## src/rtl/axi_llc_data_sram_arb.sv

```systemverilog
// Round-robin arbiter sharing one data-SRAM port between NumReq LLC units, with a
// Latency-deep response sequencer. Define AXI_LLC_DATA_ARB_PRIO_EN to give requester 0 strict priority.
module axi_llc_data_sram_arb #(
  parameter int unsigned NumReq    = 2,
  parameter int unsigned NumWords  = 1024,
  parameter int unsigned DataWidth = 128,
  parameter int unsigned ByteWidth = 8,
  parameter int unsigned Latency   = 1,
  parameter int unsigned AddrWidth = (NumWords > 1) ? $clog2(NumWords) : 1,
  parameter int unsigned BeWidth   = (DataWidth + ByteWidth - 1) / ByteWidth
) (
  input  logic                              clk_i,
  input  logic                              rst_ni,
  input  logic [NumReq-1:0]                 req_valid_i,
  output logic [NumReq-1:0]                 req_ready_o,
  input  logic [NumReq-1:0]                 req_we_i,
  input  logic [NumReq-1:0][AddrWidth-1:0]  req_addr_i,
  input  logic [NumReq-1:0][DataWidth-1:0]  req_wdata_i,
  input  logic [NumReq-1:0][BeWidth-1:0]    req_be_i,
  output logic [NumReq-1:0]                 rsp_valid_o,
  output logic                              rsp_we_o,
  output logic [DataWidth-1:0]              rsp_rdata_o,
  output logic                              sram_req_o,
  output logic                              sram_we_o,
  output logic [AddrWidth-1:0]              sram_addr_o,
  output logic [DataWidth-1:0]              sram_wdata_o,
  output logic [BeWidth-1:0]                sram_be_o,
  input  logic [DataWidth-1:0]              sram_rdata_i
);

  localparam int unsigned RrW = (NumReq > 1) ? $clog2(NumReq) : 1;

  logic [RrW-1:0]    rr_q, rr_d;
  logic [RrW-1:0]    gnt_idx, idx;
  logic [RrW-1:0]    rr_next;
  logic [NumReq-1:0] gnt;
  logic              xfer;

  // Search starts at the pointer and wraps; first valid index wins.
  always_comb begin
    gnt     = '0;
    gnt_idx = '0;
    idx     = '0;
    xfer    = 1'b0;
`ifdef AXI_LLC_DATA_ARB_PRIO_EN
    if (req_valid_i[0]) begin
      gnt[0] = 1'b1;
      xfer   = 1'b1;
    end
`endif
    for (int unsigned k = 0; k < NumReq; k++) begin
      idx = RrW'((32'(rr_q) + k) % NumReq);
`ifdef AXI_LLC_DATA_ARB_PRIO_EN
      if (!xfer && (idx != '0) && req_valid_i[idx]) begin
`else
      if (!xfer && req_valid_i[idx]) begin
`endif
        xfer     = 1'b1;
        gnt[idx] = 1'b1;
        gnt_idx  = idx;
      end
    end
  end

  assign req_ready_o = gnt;
  assign rr_next     = RrW'((32'(gnt_idx) + 1) % NumReq);

  always_comb begin
    rr_d = rr_q;
`ifdef AXI_LLC_DATA_ARB_PRIO_EN
    // Requester 0 bypasses the rotation, so it must not disturb the pointer.
    if (xfer && (gnt_idx != '0)) rr_d = rr_next;
`else
    if (xfer) rr_d = rr_next;
`endif
  end

  assign sram_req_o   = xfer;
  assign sram_we_o    = xfer & req_we_i[gnt_idx];
  assign sram_addr_o  = xfer ? req_addr_i[gnt_idx]  : '0;
  assign sram_wdata_o = xfer ? req_wdata_i[gnt_idx] : '0;
  assign sram_be_o    = xfer ? req_be_i[gnt_idx]    : '0;

  logic [Latency-1:0]             vld_pipe;
  logic [Latency-1:0]             we_pipe;
  logic [Latency-1:0][NumReq-1:0] id_pipe;

  always_ff @(posedge clk_i) begin
    if (!rst_ni) begin
      rr_q     <= '0;
      vld_pipe <= '0;
      we_pipe  <= '0;
      id_pipe  <= '0;
    end else begin
      rr_q        <= rr_d;
      vld_pipe[0] <= xfer;
      we_pipe[0]  <= sram_we_o;
      id_pipe[0]  <= gnt;
      for (int i = 1; i < Latency; i++) begin
        vld_pipe[i] <= vld_pipe[i-1];
        we_pipe[i]  <= we_pipe[i-1];
        id_pipe[i]  <= id_pipe[i-1];
      end
    end
  end

  assign rsp_valid_o = vld_pipe[Latency-1] ? id_pipe[Latency-1] : '0;
  assign rsp_we_o    = we_pipe[Latency-1];
  assign rsp_rdata_o = (vld_pipe[Latency-1] && !we_pipe[Latency-1]) ? sram_rdata_i : '0;

endmodule

```

## config.mk

```make
export PLATFORM = sky130hd
export DESIGN_NAME = axi_llc_data_sram_arb
export DESIGN_NICKNAME = d
export VERILOG_FILES = /design/src/rtl/axi_llc_data_sram_arb.sv
export SDC_FILE = /design/constraint.sdc
export NUM_CORES = 1
export LEC_CHECK = 0
export CAP_MARGIN = 0
export CORE_AREA = 2 2 288 290
export DETAILED_ROUTE_END_ITERATION = 6
export DIE_AREA = 0 0 290 292
export SLEW_MARGIN = 15
export SYNTH_ARGS = -nofsm -noshare
export SYNTH_HDL_FRONTEND = slang
export SYNTH_SLANG_ARGS = --single-unit
```

## constraint.sdc

```tcl
create_clock -name clk_i -period 1.7 [get_ports clk_i]
set_input_delay 0.34 -clock clk_i [delete_from_list [all_inputs] [get_ports clk_i]]
set_output_delay 0.34 -clock clk_i [all_outputs]
set_load 0.005 [all_outputs]
```

==> reports/results.ini, run 1 <==
[detailed_routing]
via_count=6833
routed_via_density=2.95
antenna_left=0
wl_per_cell_um=22.2
drc=0
drt-pass1-iter-count=4
wl_um=51300
drt_iter0_drc=206

[pwr]
swShare_pct=32.7
power_frac_comb_pct=89.0
peakVddDrop_v=0.000359
fin_total_pwr_w=0.00484
p_sw_w=0.00158
power_frac_clock_pct=8.3
power_density_nw_per_um2=343
p_seq_share_pct=2.7
power.internal_w=0.00326
p_leak_nw=6.36

[yosys]
syn-cell-area_um2=2780
ys.flop_type=dfxtp_1
synth_cell_types=20
synth_top_family_by_area=compound AO/OA/AOI/OAI gates
ys_ff_latch=5
synth_compound_area_share_pct=50.2
synth_top_area_share_pct=45.3
mappedNetlistNets=792
netlist_instances=350
synth.yosys.seq_area_share_pct=3.60
synth_top_area_cell=a22o_1
synthMuxAreaShare_pct=0
synthTopCellsByArea=a22o_1 45%, and2_1 30%, buf_8 8.1%, a22o_2 3.6%, dfxtp_1 3.6%
synthAdderAreaFrac_pct=0
synth_xor_area_share_pct=0
synth_warnings=0
postSynthAreaPerCell_um2=7.95
netlist_top_cells_count=144 x a22o_1, 132 x and2_1, 15 x buf_8
synth.most_common_cell=a22o_1
synthSimpleGateAreaFrac_pct=31.4
async_reset_ff_share_pct=0
synth_enable_flop_cells=0

[setup_path]
crit_path_top_delay_cell=dfxtp_2
cpPeakStageDelay_ns=0.33
required_ns=1.36
cp-end-kind=output pin
critPathKind=flop to output pin
cp.arrival_ns=1.84
worstPathCellList=nand2b_4, and2_4, buf_12, buf_12, buf_16, buf_6, buf_6, a22o_1, buf_2
crit_path_max_fanout=6
start_kind=flop

[final_layout]
syn_to_final_growth_pct=407
final-seq-area_um2=103
fin_nets=1677
instances_no_fill=2314
fill_cells=9155
multi_input_area_um2=2770
drive_above_1_share_pct=45.9

[place]
pre_cts_ws_ns=-1.14
dp.cells=2177
io_buffer_count=730
place.gp.congestion=0.886
place_hpwl_um=42400

[die]
io_pins=731
num_rows=105
start_util_pct=3.41
die_x_um=290
die_h_um=292
dieArea_um2=84700
core_area_um2=81600

[timing]
slew_headroom_pct=80.5
tightestPinTransition_ns=0.291
fin_ws_ns=-0.483
rsz0062_at_grt=yes
drv_slew=0
hold_viol=0
min_period_ns=2.18
setup_violations=284
whs_ns=0.594
max_freq_mhz=458
fin_crit_sh_pct=128
final.setup_skew_ns=0.00687

[status]
violations=setup timing
status=complete, but fails checks

[clock_network]
clk_latency_ns=0.23
root_buffer=clkbuf_16
path_clk_slew_ns=0.04
numCtsBuffers=3
cts_num_sinks=5
cts_tree=built
htreeDepth=1
cts.path.max_buffers=2

[global_route]
grt_pass1_vias=7010
grt_first_pass_wirelength_um=65300
grt_max_degree=19
grt_usage_pct=11.4
grt.overflow.total=0
antenna_found_initial=34

[min_path]
hold_class=input pin to flop

[run]
drv_cap=0

## worst max-delay path, delay by kind of cell, from the launching register on
family,cells,cell delay [ns]
buffers and inverters,6,0.78
and+or+nand+nor,2,0.29
DFF,1,0.33
AOI/OAI and AO/OA,1,0.18
## metrics by stage
stage	TNS, ns	util (%)	instance area, µm²
5_1_grt	-88.53	17.3	14100
4_1_cts	-98.59	16.4	13400
3_5_place_dp	-174.95	14.5	11800
2_1_floorplan	0	-	2780
3_3_place_gp	-171.79	14.5	11800
6_report	-76.95	17.3	14100
## placed cells by master, fill, tap and decap left out, drive strengths merged
| cell type | Yosys | layout |
|---|---|---|
| buf | 34 | 405 |
| clkdlybuf4s50 | 0 | 442 |
| a22o | 154 | 154 |
| or2 | 1 | 1 |
| nor2b | 2 | 2 |
| a21boi | 1 | 1 |
| and2 | 133 | 133 |
| a32oi | 1 | 1 |
| dfxtp | 5 | 5 |
| and3 | 1 | 1 |
| diode | 0 | 10 |
| nand2b | 1 | 1 |
| dlygate4sd2 | 0 | 5 |
| dlymetal6s2s | 0 | 22 |
| inv | 1 | 1 |
| bufbuf | 0 | 1 |
| o21ai | 1 | 1 |
| a21oi | 1 | 1 |
| clkbuf | 14 | 43 |
| clkdlybuf4s15 | 0 | 14 |
## timing repair
action	CTS	global route
setup buffers	71	45
pin swaps	124	64
cloned	18	5
endpoints found under the setup margin	289	288
hold buffers	0	0
resized for setup	918	335
## metal layers
layer / routed length (µm) / track usage [%] / vias to the layer above / part of all wire (%)
met4: 1220 / 2.26 / 26 / 2.4
met3: 5390 / 5.03 / 86 / 11
met2: 23800 / 19.0 / 472 / 46
li1: - / - / 3118 / -
met5: 156 / 0 / - / 0.30
met1: 20800 / 13.5 / 3131 / 40
## state kept, by name, indices dropped and copies added, names as in the netlist
signal	flops
vld_pipe	1
id_pipe	2
rsp_we_o	1
rr_q	1
## kinds of logic (layout without fill, tap and decap cells)
family	Yosys count	after routing
flip-flops	5	5
AND/OR/NAND/NOR	138	138
AO/OA/AOI/OAI	158	158
buffers and inverters	49	933
other	0	10
## final cells by class
type / count / area share (%)
sequential: 5 / 0.727
inverter: 1 / 0.0266
tap: 1070 / 9.49
clock buffer: 4 / 0.559
multi-input combinational: 296 / 19.7
antenna: 10 / 0.177
timing repair buffer: 928 / 69.4
## path summary, 6_finish.rpt
kind	start	to	slack (ns)	depth (start not counted)
setup / recovery	rr_q$_SDFFE_PN0P_	sram_wdata_o[22]	-0.48	9
hold reg to reg	rr_q$_SDFFE_PN0P_	rr_q$_SDFFE_PN0P_	0.66	3
hold / removal	req_valid_i[0]	rr_q$_SDFFE_PN0P_	0.59	3
setup reg to reg	rr_q$_SDFFE_PN0P_	rsp_we_o$_SDFF_PN0_	0.10	9
## power by group through the flow
stage	clock (W)	sequential, W	combinational, W
after detailed placement	0	0.000133	0.00350
after global placement	0	0.000133	0.00351
after CTS	0.000409	0.000132	0.00412
after global routing	0.000422	0.000133	0.00456
after floorplan	0	0.000131	0.000804
final	0.000400	0.000133	0.00431
Power figures use the tool's default switching activity.
==> inputs of run 2 (changes only) <==
--- a/config.mk
+++ b/config.mk
@@ -5,10 +5,11 @@
 export SDC_FILE = /design/constraint.sdc
 export NUM_CORES = 1
 export LEC_CHECK = 0
-export CAP_MARGIN = 0
+export CAP_MARGIN = 20
 export CORE_AREA = 2 2 288 290
 export DETAILED_ROUTE_END_ITERATION = 6
 export DIE_AREA = 0 0 290 292
+export GPL_ROUTABILITY_DRIVEN = 0
 export SLEW_MARGIN = 15
 export SYNTH_ARGS = -nofsm -noshare
 export SYNTH_HDL_FRONTEND = slang
==> results of run 2 <==
Final layout, timing and power as in run 1 (identical DEF).
